## src/rtl/serial_add_ctrl.sv

```systemverilog
// Bit-serial adder sequencer: one shared full-adder cell adds two WIDTH-bit
// operands one bit per clock, LSB first, with a start/busy/done handshake.

// Single-bit full adder cell, time-shared by the sequencer below.
module fulladder (
  input  logic a,
  input  logic b,
  input  logic c,
  output logic sum,
  output logic carry
);
  assign sum   = a ^ b ^ c;
  assign carry = (a & b) | (c & (a ^ b));
endmodule

module serial_add_ctrl #(
  parameter int WIDTH = 16,
  parameter int CW    = 5
) (
  input  logic             clk,
  input  logic             rst,
  input  logic             start,
  input  logic [WIDTH-1:0] a,
  input  logic [WIDTH-1:0] b,
  input  logic             cin,
  output logic             busy,
  output logic             done,
  output logic [WIDTH-1:0] sum,
  output logic             cout
);

  typedef enum logic [1:0] {IDLE, RUN, DONE} state_t;

  state_t           state, next;
  logic [WIDTH-1:0] op_a, op_b, acc;
  logic             carry_q;
  logic [CW-1:0]    cnt;
  logic             fa_sum, fa_carry;
  logic             load, last;

  // The single shared adder cell always looks at the operand LSBs.
  fulladder u_fa (op_a[0], op_b[0], carry_q, fa_sum, fa_carry);

  // A new request is only taken when not processing bits; DONE accepts too so
  // back-to-back additions lose no cycle.
  assign load = start && (state == IDLE || state == DONE);
  assign last = (cnt == CW'(WIDTH - 1));
  assign busy = (state == RUN);
  assign done = (state == DONE);

  // State register.
  always_ff @(posedge clk) begin
    if (rst) state <= IDLE;
    else     state <= next;
  end

  // Next-state logic.
  always_comb begin
    next = state;
    case (state)
      IDLE:    if (start) next = RUN;
      RUN:     if (last)  next = DONE;
      DONE:    next = start ? RUN : IDLE;
      default: next = IDLE;
    endcase
  end

  // Operand shifting, carry/count bookkeeping and result capture; sum/cout
  // only move on the edge that enters DONE so they hold between results.
  always_ff @(posedge clk) begin
    if (rst) begin
      op_a    <= '0;
      op_b    <= '0;
      acc     <= '0;
      carry_q <= 1'b0;
      cnt     <= '0;
      sum     <= '0;
      cout    <= 1'b0;
    end else if (load) begin
      op_a    <= a;
      op_b    <= b;
      carry_q <= cin;
      cnt     <= '0;
      acc     <= '0;
    end else if (state == RUN) begin
      acc     <= {fa_sum, acc[WIDTH-1:1]};
      op_a    <= op_a >> 1;
      op_b    <= op_b >> 1;
      carry_q <= fa_carry;
      cnt     <= cnt + 1'b1;
      if (last) begin
        sum  <= {fa_sum, acc[WIDTH-1:1]};
        cout <= fa_carry;
      end
    end
  end

endmodule

```

## config.mk

```make
export PLATFORM = sky130hd
export DESIGN_NAME = serial_add_ctrl
export DESIGN_NICKNAME = d
export VERILOG_FILES = /design/src/rtl/serial_add_ctrl.sv
export SDC_FILE = /design/constraint.sdc
export NUM_CORES = 1
export LEC_CHECK = 0
export CORE_MARGIN = 2
export CORE_UTILIZATION = 45
export CTS_BUF_LIST = sky130_fd_sc_hd__clkbuf_4
export DETAILED_ROUTE_END_ITERATION = 8
export GPL_ROUTABILITY_DRIVEN = 0
export PLACE_DENSITY = 0.71
export SLEW_MARGIN = 25
export SYNTH_ARGS = -nofsm -noshare
export SYNTH_HDL_FRONTEND = slang
export SYNTH_SLANG_ARGS = --single-unit
```

## constraint.sdc

```tcl
create_clock -name clk -period 1.7 [get_ports clk]
set_input_delay 0.34 -clock clk [delete_from_list [all_inputs] [get_ports clk]]
set_output_delay 0.34 -clock clk [all_outputs]
set_load 0.05 [all_outputs]
```

# Word level (Yosys, flattened, before mapping)
# Cells that the tools add are included.
classes:
  n_addsub: 1
  n_reduce_logical: 7
  n_eq_ne: 5
  mux: 10
  bitwise_logic: 6
ops:
  columns: ["op", "n"]
  rows:
  - ["16-bit 2-to-1 mux", 4]
  - ["2-bit one-hot mux with 3 select lines", 1]
  - ["5-bit by 1-bit adder with 5-bit output, second input constant", 1]
  - ["5-bit by 4-bit equality test with 1-bit output, second input constant", 1]
  - ["2-bit 2-to-1 mux", 2]
  - ["1-bit 2-to-1 mux", 3]
  - ["3-bit AND reduction", 1]
  - ["1-bit AND", 2]
  - ["2-bit by 1-bit equality test with 1-bit output, second input constant", 1]
  - ["2-bit equality test, second input constant", 1]
  - ["2-bit zero test", 1]
  - ["2-bit by 1-bit != test with 1-bit output, second input constant", 1]
  - ["2-bit != test, second input constant", 1]
  - ["2-bit AND reduction", 1]
  - ["2-bit nonzero test", 1]
  - ["2-bit OR reduction", 1]
  - ["1-bit XOR", 2]
  - ["1-bit logical AND", 1]
  - ["1-bit logical OR", 1]
  - ["1-bit NOT", 1]
  - ["1-bit OR", 1]
word_totals:
  elab_cells: 37
  input_bits: 36
  ff_bits: 73
  out_inout_bits: 19

# Logic depth before layout (Yosys ltp)
# Gate-level depths: netlist of the first run.
depth:
  depth_word: 5
  mapped_depth: 8
  depth_no_buf: 6

# Hierarchy
# From an unflattened synthesis of the first run, not the netlist that was laid out.
hier_totals:
  hier_cells: 335
  hier_area_um2: 2756.4
by_module_without_submodules:
  columns: ["module", "cells_per_inst", "seq_area_each_um2", "area_per_inst_um2", "n_inst"]
  rows:
  - ["serial_add_ctrl", 334, 1441.4, 2736.4, 1]
  - ["fulladder", 1, 0.0, 20.0, 1]

# Least setup slack after synthesis of the first run
# Ideal clock, no wire load.
synth_path:
  path_type: "register to register"
  from: "register cnt[0]"
  to: "register cout"
  path_buffers: 2
  setup_ns: 0.132
  period_less_slack_ns: 1.587
  arrival_time_ns: 1.455
  path_slack_ns: 0.113
  stages_incl_launch_ff: 9
  t_required_ns: 1.568
  cell_sequence: "dfxtp_1 ha_1 and3_1 ha_1 and3b_1 buf_4 buf_2 nand2_1 a21oi_1"
synth_between:
  elab_chain_len: 2
synth_rtl:
  columns: ["item", "line", "source"]
  rows:
  - ["from (decl)", "37", "logic [CW-1:0] cnt;"]
  - ["from (signal assigned)", "90", "cnt <= cnt + 1'b1;"]
  - ["5-bit by 4-bit equality test with 1-bit output", "47", "assign last = (cnt == CW'(WIDTH - 1));"]
  - ["3-bit AND reduction (no line)", null, null]
  - ["to (signal assigned)", "93", "cout <= fa_carry;"]
  - ["to (decl)", "29", "output logic cout"]
# No other way between the ends.
# A chain may end at the register's enable or synchronous reset.

# Worst setup path after layout of the first run
layout_path:
  from: "register cnt[1]"
  to: "register sum[15]"
layout_between:
  elab_chain_len: 2
layout_rtl:
  columns: ["item", "line", "source"]
  rows:
  - ["5-bit by 4-bit equality test with 1-bit output", "47", null]
  - ["3-bit AND reduction (no line)", null, null]
  - ["to (signal assigned)", "92", "sum <= {fa_sum, acc[WIDTH-1:1]};"]
  - ["to (decl)", "28", "output logic [WIDTH-1:0] sum,"]
# No other way between the ends.

==> results_dict.tcl, run 1 <==
set metrics [dict create \
    status "finished clean" \
    hold_end "sum[4]" \
    grt_pass1_vias 2352 \
    num-fill-cells 548 \
    clkPwrFrac_pct 39.5 \
    final-max-slew-violation-count 0 \
    grt_first_pass_wirelength_mm 10.2 \
    cts_made_buffers 9 \
    comb_power_share_pct 11.8 \
    p_sw_w 0.000860 \
    cp_top_family "buffers and inverters" \
    grt_util_all_layers_pct 19.6 \
    rr_worst_depth 9 \
    h-tree-depth 3 \
    final_common_cell "nand2_1" \
    antenna_found_initial 0 \
    hold_ws_ps 463 \
    vias 2476 \
    hold-path-cell-count 2 \
    ys.flop_type "dfxtp_1" \
    seq_area_frac_synth_pct 52.1 \
    criticalPathCategory "reg2reg" \
    synthTopCellsByArea "dfxtp_1 52%, nand2_1 12%, a21oi_1 7.0%" \
    p_sw_share_pct 23.1 \
    hpwl_mm 3.93 \
    setup_violations 0 \
    avgSynthCellArea_um2 8.22 \
    syn_area_um2 2770 \
    synth_top_area_share_pct 52.1 \
    period_minus_slack_ps 1660 \
    p_seq_share_pct 48.8 \
    p_per_area_nw_per_um2 1010 \
    tightest_slew_ps 308 \
    synthesis.nets 376 \
    dr.first_iter.drc_count 131 \
    cts_root_buf "clkbuf_4" \
    timing.fmax_mhz 602 \
    timing.rr.end "sum[15]" \
    period_share_pct 97.6 \
    finalHoldViolCount 0 \
    die_w_um 82.4 \
    clock_skew_ps 14.1 \
    cp_common_cell "buf_4" \
    cts.sinks 72 \
    remaining_drc_errors 0 \
    vias_per_cell 5.26 \
    p_int_w 0.00287 \
    dp_cells 452 \
    layout-drive-gt1-share_pct 16.9 \
    antenna_cells 0 \
    ys_ff_latch 72 \
    yosys_warnings 0 \
    cts_tree "built" \
    rrSetupSlack_ps 40 \
    ioPinCount 55 \
    synth_top_area_cell "dfxtp_1" \
    critPathLaunchType "flop" \
    synthArstFlopShare_pct 0 \
    p_leak_nw 1.34 \
    worst-path-buf-inv 3 \
    final_cell_mix "87 x nand2_1, 69 x dfxtp_1, 38 x a21oi_1, 35 x nor3_1, 35 x clkdlybuf4s50_1" \
    critPathMaxStageDelay_ps 360 \
    grt_max_degree 37 \
    die_h_um 82.4 \
    wl_per_cell_um 13.3 \
    grt_overflow_total 0 \
    num_rows 28 \
    critPathArrivalTime_ps 1990 \
    synth_edf_count 0 \
    power.total_w 0.00373 \
    cpMaxStageDelayCell "dfxtp_2" \
    clock_path_buffers 2 \
    drt_pre_antenna_iters 4 \
    postPlaceCellArea_um2 3390 \
    cp_data_required_time_ps 2030 \
    critPathMaxFanout 4 \
    regToRegStartpoint "cnt[1]" \
    initial_utilization_pct 46.8 \
    min_from "sum[4]" \
    fin_cells 471 \
    insertion_delay_ps 410 \
    max_slew_margin_pct 79.5 \
    syn_to_final_growth_pct 33.5 \
    antenna_left 0 \
    dieArea_um2 6800 \
    ir_worst_vdd_mv 0.870 \
    core_area_um2 5920 \
    path_clk_slew_ps 110 \
    hp-class "reg2reg" \
    final_area_um2 3700 \
    cap_violations 0 \
    finalNetCount 431 \
    syn-instance-count 337 \
    portBuffers 54 \
    cp-end-kind "flop" \
    synth_cell_types 28 \
    wirelength_mm 6.26 \
    crit_chain "ha_4, and3_4, ha_2, buf_4, nand3b_1, buf_4, clkbuf_16, nand2_1, a21oi_1" \
]
==> metal layers <==
layer,vias to the layer above,GRT usage [%],part of all wire (%)
met1,1146,22.9,44
li1,1267,-,-
met5,-,0,0
met4,0,4.00,0.80
met3,7,6.85,4.6
met2,56,34.6,50
==> stage by stage <==
step	setup TNS [ps]	util, %	setup slack [ps]
finish	0	62.4	40.2
global route	-25.2	62.4	-25.2
CTS	0	60.7	3.58
detailed placement	-61.7	57.3	-28.0
global placement	0	57.3	44.3
floorplan	0	-	113
==> worst max path at each step <==
stage	to	from	depth (start not counted)
6_report	sum[15]	cnt[1]	9
5_1_grt	sum[15]	cnt[0]	9
4_1_cts	busy	state[0]	3
3_5_place_dp	sum[14]	cnt[1]	6
3_3_place_gp	sum[14]	cnt[1]	6
2_1_floorplan	cout	cnt[0]	8
==> flip-flops by register name, summed over array words and instances, names as in the netlist <==
register  flops
op_a         16
op_b         16
sum          16
acc          15
cnt           5
state         2
carry_q       1
cout          1
==> final cells by class <==
cell class              instances  area [um2]  share of cell area [%]
clock buffers                   9        67.6                    1.83
clock inverters                 6         133                    3.59
multi-input cells             232        1190                    32.2
flip-flops and latches         72        1450                    39.1
inverters                       3        13.8                   0.372
repair buffers                 74         753                    20.4
well taps                      75        93.8                    2.54
==> power groups by stage <==
stage          clock (W)  sequential (W)  combinational [W]
6_report         0.00147         0.00182           0.000439
5_1_grt          0.00158         0.00183           0.000485
4_1_cts          0.00150         0.00181           0.000440
3_5_place_dp           0         0.00185           0.000438
3_3_place_gp           0         0.00185           0.000431
2_1_floorplan          0         0.00184           0.000273
==> logic make-up after synthesis <==
family	after synthesis	share of synthesized area, %
xor gates and xnor gates	2	0.633
adders and majority gates	3	1.63
DFF	72	52.1
muxes	1	0.362
buffers and inverters	33	6.15
AOI/OAI and AO/OA	83	16.9
and+or+nand+nor	143	22.2
==> what timing repair did <==
action | 4_1_cts | 5_1_grt
hold buffers | 0 | 0
gates resized for setup | 1 | 11
cloned | 0 | 2
setup endpoints to repair | 17 | 18
pin swaps | 0 | 4
setup buffers | 0 | 2
==> Yosys cell counts (all sizes together), types with 4 or more instances <==
cell type	count
nand2	88
dfxtp	72
a21oi	39
nor3	35
buf	21
o22ai	17
o21ai	11
a31oi	10
clkbuf	9
nand3	6
nor2	5
a22oi	4
==> tightest hold or removal path, stage by stage, from the launching register on <==
cell     delay, ps
dfxtp_1        330
nand2_1         50
a21oi_1         50
No activity file was read; power rests on OpenSTA's default activity.
==> run 2: changes to the inputs <==
--- a/config.mk
+++ b/config.mk
@@ -10,8 +10,9 @@
 export CTS_BUF_LIST = sky130_fd_sc_hd__clkbuf_4
 export DETAILED_ROUTE_END_ITERATION = 8
 export GPL_ROUTABILITY_DRIVEN = 0
+export GPL_TIMING_DRIVEN = 0
 export PLACE_DENSITY = 0.71
-export SLEW_MARGIN = 25
+export SLEW_MARGIN = 20
 export SYNTH_ARGS = -nofsm -noshare
 export SYNTH_HDL_FRONTEND = slang
 export SYNTH_SLANG_ARGS = --single-unit
==> run 2 against run 1 <==
Via count rose by 2.2%; count of clock-buffer cells in the layout stayed put; sequential power about the same; setup slack improved by 29 ps; register-to-register slack improved by 70 ps; global-route usage up 0.84 points; clock skew shrank 2.5 ps; non-clock buffer count is 8 higher; cell area fell by 4.3%; combinational power about the same; power fell by 15%; sequential share of layout area increased by 1.8 points; largest power group unchanged.
==> results_dict.tcl, run 2 (synthesized netlist as in run 1, its figures left out) <==
set metrics [dict create \
    grt_overflow_total 0 \
    initial_utilization_pct 46.8 \
    cts_hold_buf 0 \
    period_minus_slack_ps 1630 \
    ioPinCount 55 \
    core_area_um2 5920 \
    cp_data_required_time_ps 1360 \
    critPathArrivalTime_ps 1290 \
    tns_ps 0 \
    wl_per_cell_um 12.8 \
    comb_power_share_pct 13.8 \
    cp-end-kind "output pin" \
    multiInputGateArea_um2 1160 \
    worst-path-buf-inv 3 \
    ir_worst_vdd_mv 0.690 \
    dr.first_iter.drc_count 110 \
    antenna_cells 0 \
    crit_chain "nand2b_4, buf_6, clkinv_8, buf_12" \
    vias 2531 \
    period_share_pct 95.9 \
    final-max-slew-violation-count 0 \
    remaining_drc_errors 0 \
    path_clk_slew_ps 120 \
    reg.largest.list "op_a: 16 flops, op_b: 16 flops, sum: 16 flops" \
    antenna_left 0 \
    cts.sinks 72 \
    h-tree-depth 3 \
    grt_first_pass_wirelength_mm 10.5 \
    p_sw_w 0.000905 \
    critPathMaxFanout 16 \
    cts_made_buffers 9 \
    clkPwrFrac_pct 29.1 \
    timing.fmax_mhz 613 \
    portBuffers 53 \
    cap_violations 0 \
    cpMaxStageDelayCell "dfxtp_2" \
    hp-class "in2reg" \
    hpwl_mm 4.36 \
    clock_path_buffers 2 \
    die_h_um 82.4 \
    cts_tree "built" \
    final_common_cell "nand2_1" \
    p_per_area_nw_per_um2 899 \
    wirelength_mm 6.17 \
    p_leak_nw 1.29 \
    dieArea_um2 6800 \
    syn_to_final_growth_pct 27.7 \
    status "finished clean" \
    drt_pre_antenna_iters 6 \
    finalNetCount 439 \
    clock_skew_ps 11.7 \
    setup_violations 0 \
    final_cell_mix "88 x nand2_1, 70 x dfxtp_1, 39 x a21oi_1, 35 x nor3_1, 34 x clkdlybuf4s50_1" \
    cts_root_buf "clkbuf_4" \
    cp_top_family "buffers and inverters" \
    insertion_delay_ps 410 \
    tightest_slew_ps 507 \
    layout-drive-gt1-share_pct 10.4 \
    critPathLaunchType "flop" \
    vias_per_cell 5.27 \
    antenna_found_initial 0 \
    p_seq_share_pct 57.1 \
    p_sw_share_pct 28.5 \
    grt_max_degree 18 \
    finalHoldViolCount 0 \
    die_w_um 82.4 \
    seq_area_um2 1450 \
    max_slew_margin_pct 66.2 \
    grt_util_all_layers_pct 20.4 \
    power.total_w 0.00318 \
    grt_pass1_vias 2318 \
    criticalPathCategory "reg2out" \
    num-fill-cells 583 \
    p_int_w 0.00227 \
    num_rows 28 \
    critPathMaxStageDelay_ps 370 \
]
## run 2: power groups by stage
stage,Sequential [W],Clock [W],Combinational (W)
2_1_floorplan,0.00184,0,0.000273
3_3_place_gp,0.00185,0,0.000421
3_5_place_dp,0.00185,0,0.000426
4_1_cts,0.00181,0.000953,0.000433
5_1_grt,0.00183,0.00103,0.000487
6_report,0.00182,0.000924,0.000440
## run 2: routing by layer
layer	up-vias	GRT usage [%]	wire length, um
li1	1296	-	-
met1	1170	25.7	2920
met2	56	33.7	2890
met3	9	4.24	255
met4	0	9.00	93
met5	-	0	0
## run 2: final cells by class
cell class                 instances  share of cell area, %
multi-input combinational        232                   32.9
inverter                           3                  0.672
clock buffer                       9                   1.91
tap                               75                   2.65
clock inverter                     7                   1.34
timing repair buffer              54                   15.0
buffer                            28                   4.56
sequential                        72                   40.9
## run 2: worst paths after layout
kind	end	from	slack [ps]	depth (start not counted)
max	busy	state[1]	70	4
min	op_a[3]	rst	330	2
max reg2reg	sum[14]	cnt[0]	110	7
min reg2reg	sum[10]	sum[10]	460	2
## run 2: stage by stage
step | setup WS (ps) | instance area [um2] | utilization [%] | cells | hold slack [ps]
floorplan | 113 | 2770 | - | 337 | 432
global placement | -492 | 3390 | 57.3 | 465 | 442
detailed placement | -494 | 3390 | 57.3 | 465 | 446
CTS | 18.1 | 3500 | 59.2 | 480 | 320
global route | -6.63 | 3540 | 59.7 | 480 | 332
finish | 69.5 | 3540 | 59.7 | 480 | 330
## run 2: timing repair
item,in CTS,in global routing
buffers inserted,1,0
gates resized for setup,34,16
cloned,0,0
endpoints found under the setup margin,30,15
hold endpoints to repair,0,0
pin swaps,1,0
